## src/rtl/sr_pkg.sv

```systemverilog
// Shared definitions for the synchronous SR flip-flop bank: S=R=1 resolution
// modes and the single-bit next-state rule.
package sr_pkg;

    localparam int unsigned SR_HOLD    = 0;
    localparam int unsigned SR_SET_DOM = 1;
    localparam int unsigned SR_RST_DOM = 2;
    localparam int unsigned SR_TOGGLE  = 3;

    localparam int unsigned N_MIN = 1;
    localparam int unsigned N_MAX = 32;

    // Next value of one SR bit; unknown modes fall back to hold on S=R=1.
    function automatic logic sr_next(input int unsigned mode,
                                     input logic s,
                                     input logic r,
                                     input logic q);
        logic nq;
        nq = q;
        case ({s, r})
            2'b10: nq = 1'b1;
            2'b01: nq = 1'b0;
            2'b11: begin
                case (mode)
                    SR_SET_DOM: nq = 1'b1;
                    SR_RST_DOM: nq = 1'b0;
                    SR_TOGGLE:  nq = ~q;
                    default:    nq = q;
                endcase
            end
            default: nq = q;
        endcase
        return nq;
    endfunction

endpackage

```

## src/rtl/sr_ff_cell.sv

```systemverilog
// One synchronous SR flip-flop with registered conflict and change pulses.
// The change pulse is named edge_pulse because "edge" is a reserved word.
module sr_ff_cell
    import sr_pkg::*;
#(
    parameter int unsigned MODE     = SR_HOLD,
    parameter logic        INIT_BIT = 1'b0
) (
    input  logic clk,
    input  logic rst,
    input  logic en,
    input  logic s,
    input  logic r,
    output logic q,
    output logic conflict,
    output logic edge_pulse
);

    logic q_next;

    assign q_next = sr_next(MODE, s, r, q);

    // Pulses only fire on enabled cycles; reset drops any pending transition.
    always_ff @(posedge clk) begin
        if (!rst) begin
            q          <= INIT_BIT;
            conflict   <= 1'b0;
            edge_pulse <= 1'b0;
        end else if (en) begin
            q          <= q_next;
            conflict   <= s & r;
            edge_pulse <= q_next ^ q;
        end else begin
            conflict   <= 1'b0;
            edge_pulse <= 1'b0;
        end
    end

endmodule

```

## src/rtl/sr_ff_bank.sv

```systemverilog
// Bank of N independent synchronous SR flip-flops with shared clock/enable,
// per-channel conflict/change pulses and a saturating conflict counter.
module sr_ff_bank
    import sr_pkg::*;
#(
    parameter int unsigned       N     = 4,
    parameter int unsigned       MODE  = SR_HOLD,
    parameter logic [N-1:0]      INIT  = '0,
    parameter int unsigned       CNT_W = 8
) (
    input  logic             clk,
    input  logic             rst,
    input  logic             en,
    input  logic [N-1:0]     s,
    input  logic [N-1:0]     r,
    input  logic             cnt_clr,
    output logic [N-1:0]     q,
    output logic [N-1:0]     q_n,
    output logic [N-1:0]     conflict,
    output logic [N-1:0]     edge_pulse,
    output logic [CNT_W-1:0] conflict_cnt
);

    localparam logic [CNT_W-1:0] CNT_MAX = '1;

    logic [N-1:0] conflict_next;
    logic         any_conflict_next;

    for (genvar i = 0; i < int'(N); i++) begin : g_cell
        sr_ff_cell #(
            .MODE     (MODE),
            .INIT_BIT (INIT[i])
        ) u_cell (
            .clk        (clk),
            .rst        (rst),
            .en         (en),
            .s          (s[i]),
            .r          (r[i]),
            .q          (q[i]),
            .conflict   (conflict[i]),
            .edge_pulse (edge_pulse[i])
        );
    end

    // Inverse of the flop outputs only, so q_n can never disagree with q.
    assign q_n = ~q;

    // Same condition the cells register into conflict on this edge.
    assign conflict_next     = {N{en}} & s & r;
    assign any_conflict_next = |conflict_next;

    // Saturating counter; a same-edge clear beats the increment.
    always_ff @(posedge clk) begin
        if (!rst) begin
            conflict_cnt <= '0;
        end else if (cnt_clr) begin
            conflict_cnt <= '0;
        end else if (any_conflict_next && (conflict_cnt != CNT_MAX)) begin
            conflict_cnt <= conflict_cnt + CNT_W'(1);
        end
    end

endmodule

```

## config.mk

```make
export PLATFORM = sky130hd
export DESIGN_NAME = sr_ff_bank
export DESIGN_NICKNAME = d
export VERILOG_FILES = /design/src/rtl/sr_pkg.sv /design/src/rtl/sr_ff_cell.sv /design/src/rtl/sr_ff_bank.sv
export SDC_FILE = /design/constraint.sdc
export NUM_CORES = 1
export LEC_CHECK = 0
export CAP_MARGIN = 5
export CELL_PAD_IN_SITES_DETAIL_PLACEMENT = 1
export CELL_PAD_IN_SITES_GLOBAL_PLACEMENT = 1
export CORE_ASPECT_RATIO = 0.9
export CORE_MARGIN = 1.5
export CORE_UTILIZATION = 44
export DETAILED_ROUTE_END_ITERATION = 6
export DONT_BUFFER_PORTS = 1
export PLACE_DENSITY = 0.86
export SETUP_SLACK_MARGIN = 0.1
export SYNTH_ARGS = -nofsm -noshare
export SYNTH_HDL_FRONTEND = slang
export SYNTH_SLANG_ARGS = --single-unit
```

## constraint.sdc

```tcl
create_clock -name clk -period 1.9 [get_ports clk]
set_clock_uncertainty 0.05 [all_clocks]
set_input_delay 0.38 -clock clk [delete_from_list [all_inputs] [get_ports clk]]
set_output_delay 0.38 -clock clk [all_outputs]
set_load 0.02 [all_outputs]
```

**Yosys cells after proc, flatten, opt, wreduce, memory -nomap -nowiden**

Cells that the tools add are included.

- Flip-flop bits (word level): 20
- Input bits: 12
- Output and inout bits: 24
- Logic and storage cells: 43

- Add/sub/neg operators: 1
- Equality and inequality tests: 9
- Muxes and demuxes: 4
- Bitwise operators: 12
- Reduce and logical (&&, ||, !) cells: 4

Operators by type and width:

| operator | count |
|---|---|
| 8-bit by 1-bit adder with 8-bit output, second input constant | 1 |
| 4-bit bitwise AND | 2 |
| 2-bit by 1-bit equality test with 1-bit output, second input constant | 4 |
| 2-bit equality test, second input constant | 4 |
| 8-bit != test, second input constant | 1 |
| 1-bit one-hot mux with 2 select lines | 4 |
| 1-bit bitwise AND | 4 |
| 4-bit NOT | 1 |
| 4-bit OR reduction | 1 |
| 1-bit XOR | 4 |
| 2-bit AND reduction | 1 |
| 2-bit OR reduction | 1 |
| 1-bit logical AND | 1 |
| 1-bit NOT | 1 |

**Depth between registers and ports, before layout**

- Word-level depth: 4
- Depth in mapped cells: 6

**Hierarchy**

From an unflattened synthesis, not the netlist that was laid out.

- Cell total of the unflattened synthesis: 108
- Area total of the unflattened synthesis: 1022.2 µm²

Modules (own cells, without submodules):

| module | instances | cells each | area an instance (µm²) |
|---|---|---|---|
| sr_ff_cell | 4 | 13 | 136.4 |
| sr_ff_bank | 1 | 56 | 476.7 |

**Worst setup path after synthesis**

No wires, ideal clock.

- Path kind: register to register
- From: register conflict_cnt[2]
- To: register conflict_cnt[7]
- Arrival time: 1416 ps
- Setup slack: 318 ps
- Cell stages (with the launch flop): 5
- Path buffers: 0
- Period minus slack after synthesis: 1582 ps
- Cell sequence: dfxtp_1 > and3_1 > nand3_1 > or4_1 > o211a_1

- Word-level cells in the longest chain between the ends: 2
- Elaborated cells on any way between the ends: 3
- Classes of those cells: add/sub: 1; eq/ne: 1; reduce/logical: 1

Ends and longest elaborated chain:

| element | RTL line | text |
|---|---|---|
| start, declared | sr_ff_bank.sv:21 | `output logic [CNT_W-1:0] conflict_cnt` |
| start signal, assigned | sr_ff_bank.sv:59 | `conflict_cnt <= conflict_cnt + CNT_W'(1);` |
| parallel branches: the longest is 2 deep, another holds 8-bit by 1-bit adder with 8-bit output | -- |  |

Several ways; the timed one is not identified.
A chain may end at the register's enable or synchronous reset.

**Final worst setup path**

- From: register conflict_cnt[5]
- To: register conflict_cnt[0]

- Word-level cells in the longest chain between the ends: 2

Ends and longest elaborated chain:

| element | RTL line | text |
|---|---|---|
| 8-bit != test | sr_ff_bank.sv:58 | `end else if (any_conflict_next && (conflict_cnt != CNT_MAX)) begin` |
| 1-bit logical AND | sr_ff_bank.sv:58 |  |

No other way between the ends.

==> run metrics <==
internal portion of total power=0.674 mW; # placed instances=142; Storage cell area=roughly 400 um2; Async SR Flop Fraction=0%; Remaining Overflow, GRT=0; highest fanout seen on the critical path=9; cell area after synthesis=1110 um2; share of the yosys chip area belonging to registers=about 36%; maximum clock rate=slightly above 600 MHz; CTS root buffer=sky130_fd_sc_hd__clkbuf_4; number of design rule violations left after detail routing=0; Site Rows=17; maximum number of pins on one net before global-route repair=16; number of standard cells after synthesis=126; worst min path class=in2reg; nets@finish=140; average detailed-routed wire length per instance=15.6 um; Chip Width=55.9 um; number of global-route vias before repair=896; average cell area after synthesis=8.80 um2; placed inst area=approximately 1100 um2; Die Ht=50.6 um; antenna cells=0; ratio of cells with drive above 1 in the final layout=8.47%; transition time of the tightest slew-check pin=0.441 ns; number of levels the H-tree was split into=1; area of the multi-input gates=554 um2; number of enable-type register cells in the synthesized netlist=0; unrepaired setup endpoints after global routing=false; effective utilization at floorplan=45.7%; Unique masters post-synth=28; Top FF cell, synth=sky130_fd_sc_hd__dfxtp_1; Worst Setup Start Kind=flip-flop; Final Instance Area=1110 um2; worst-case headroom to the max-slew limit=70.5%; DRT antenna net count=0; CTS buffer count=3; data arrival time at the worst-slack endpoint=approximately 1.8 ns; final hold violation count=0; I/O pin count=36; clock network fraction of total power=40.2%; Area growth syn-to-layout=0.112%; count of state elements after synthesis=20; final non-filler cell total=about 150; part of the total power dissipated in sequential elements=50.9%; 1st-iter DRT viols=6; number of violations of the max-capacitance limit=0; number of warnings printed during yosys synthesis=0; kind of capture point of the worst setup path=flip-flop; first-pass GRT wire length=3930 um; outcome=complete, no violations; Final TNS setup=0 ns; endpoints failing setup=0; TritonCTS clock tree=done; clock transition at the registers of the reported paths=0.12 ns; clock latency of the later-clocked register in the worst-skew pair=0.31 ns; HPWL after detailed placement=1770 um; critical path class=reg2reg; Avg Vias per Cell=5.86; post-CTS sizing=0; Switching Power=0.196 mW; power density over the cells=784 nW/um2; Max rail drop VDD=578 uV; combinational fraction of design power=about 9.0%; Req. time, crit path=2.08 ns; number of antenna violations at the first check in global routing=0; number of input and output port buffers inserted=0; overall die area=roughly 2800 um2; CTS Hold Buffers Added=0; clock tree buffer depth=2; DRT Pass-1 Iters=4; global placer's final weighted congestion=0.824; wirelength, routed=roughly 2300 um; switching power share of the total=22.5%; overall via count from detail_route=around 860; LEAKAGE=0.443 nW; buffers inserted during post-CTS setup optimization=0; number of fill cells=299; Std-Cell Core Area=around 2400 um2; overall routing resource usage=18.0%; TritonCTS sink count=20; fin crit share=85.9%; Final Max Slew Viols=0; synthesized netlist net count=147; final worst path period need=1.63 ns
## kinds of logic after synthesis
kind of cell	Yosys count	synth area share (%)
flip-flops	20	36.1
buffers and inverters	27	13.9
AND/OR/NAND/NOR	38	19.6
XOR/XNOR	4	3.16
AO/OA/AOI/OAI	28	17.0
adder cells (fa/ha/maj)	9	10.2
## cell usage after synthesis, types with 3 or more instances
| master | number | share of area [%] |
|---|---|---|
| sky130_fd_sc_hd__a21oi_1 | 11 | 5.0 |
| sky130_fd_sc_hd__a31oi_1 | 4 | 2.3 |
| sky130_fd_sc_hd__and3_1 | 5 | 2.8 |
| sky130_fd_sc_hd__buf_4 | 12 | 8.1 |
| sky130_fd_sc_hd__dfxtp_1 | 20 | 36 |
| sky130_fd_sc_hd__ha_1 | 9 | 10 |
| sky130_fd_sc_hd__inv_1 | 12 | 4.1 |
| sky130_fd_sc_hd__nand2_1 | 3 | 1.0 |
| sky130_fd_sc_hd__nand3_1 | 7 | 3.2 |
| sky130_fd_sc_hd__nor2b_1 | 5 | 2.8 |
| sky130_fd_sc_hd__nor3_1 | 6 | 2.7 |
| sky130_fd_sc_hd__o21ai_0 | 5 | 2.3 |
| sky130_fd_sc_hd__o31ai_1 | 3 | 2.0 |
| sky130_fd_sc_hd__or4_1 | 4 | 2.7 |
| sky130_fd_sc_hd__xnor2_1 | 4 | 3.2 |
## metal layers
layer	wire (um)	part of all wire, %	track usage [%]	vias up
li1	-	-	-	413
met1	911	40	17.5	414
met2	1190	52	34.5	24
met3	158	6.9	7.47	5
met4	24	1.1	5.56	0
met5	0	0	0	-
## layout by cell type, fill, tap and decap left out, types with 2 or more instances in the layout
master                     count
sky130_fd_sc_hd__ha_1          9
sky130_fd_sc_hd__o21ai_0       5
sky130_fd_sc_hd__a31oi_1       4
sky130_fd_sc_hd__clkbuf_4      3
sky130_fd_sc_hd__nor2_1        2
sky130_fd_sc_hd__a21oi_1      11
sky130_fd_sc_hd__xnor2_1       4
sky130_fd_sc_hd__inv_1        12
sky130_fd_sc_hd__or3_1         2
sky130_fd_sc_hd__nor3_1        6
sky130_fd_sc_hd__nor2b_1       5
sky130_fd_sc_hd__o31ai_1       3
sky130_fd_sc_hd__buf_4         3
sky130_fd_sc_hd__and3_1        5
sky130_fd_sc_hd__nand2_1       3
sky130_fd_sc_hd__or4_1         4
sky130_fd_sc_hd__nand3_1       7
sky130_fd_sc_hd__dfxtp_1      20
## power groups by stage
stage                     clock [mW]  sequential, mW  combinational, mW
after floorplan                    0           0.443             0.0881
after global placement             0           0.452             0.0730
after detailed placement           0           0.453             0.0780
after CTS                      0.365           0.443             0.0791
after global routing           0.383           0.444             0.0888
final                          0.349           0.443             0.0781
## registers in the layout, summed over array words and instances, names as in the netlist
| signal | count |
|---|---|
| conflict_cnt | 8 |
| g_cell.u_cell.conflict | 4 |
| g_cell.u_cell.edge_pulse | 4 |
| g_cell.u_cell.q | 4 |
## path summary, 6_finish.rpt
check	start	end	slack (ns)	cells after the start
min reg2reg	conflict_cnt[2]	conflict_cnt[2]	0.55	2
max	conflict_cnt[5]	conflict_cnt[0]	0.27	4
min	rst	g_cell[0].u_cell.q	0.14	1
max reg2reg	conflict_cnt[5]	conflict_cnt[0]	0.27	4
## per-stage QoR
step | utilization, % | setup WS [ns] | hold slack, ns | power (mW)
detailed placement | 43.6 | 0.301 | 0.468 | 0.531
global route | 45.8 | 0.108 | 0.123 | 0.916
floorplan | - | 0.318 | 0.482 | 0.531
CTS | 45.8 | 0.260 | 0.127 | 0.887
finish | 45.8 | 0.267 | 0.142 | 0.870
global placement | 43.6 | 0.371 | 0.459 | 0.525
## critical path, stage by stage (launching register included)
cell and delay, ns:
sky130_fd_sc_hd__dfxtp_1 0.56, sky130_fd_sc_hd__nand3_1 0.23, sky130_fd_sc_hd__nor2_1 0.42, sky130_fd_sc_hd__o21ai_0 0.14, sky130_fd_sc_hd__a21oi_1 0.17
## final cells by class
class	count	share of cell area [%]
Clock buffer	3	2.03
Clock inverter	1	2.71
Inverter	12	4.06
Multi-Input combinational cell	79	49.9
Sequential cell	20	36.1
Tap cell	28	3.16
Timing Repair Buffer	3	2.03
Power figures use the tool's default switching activity.
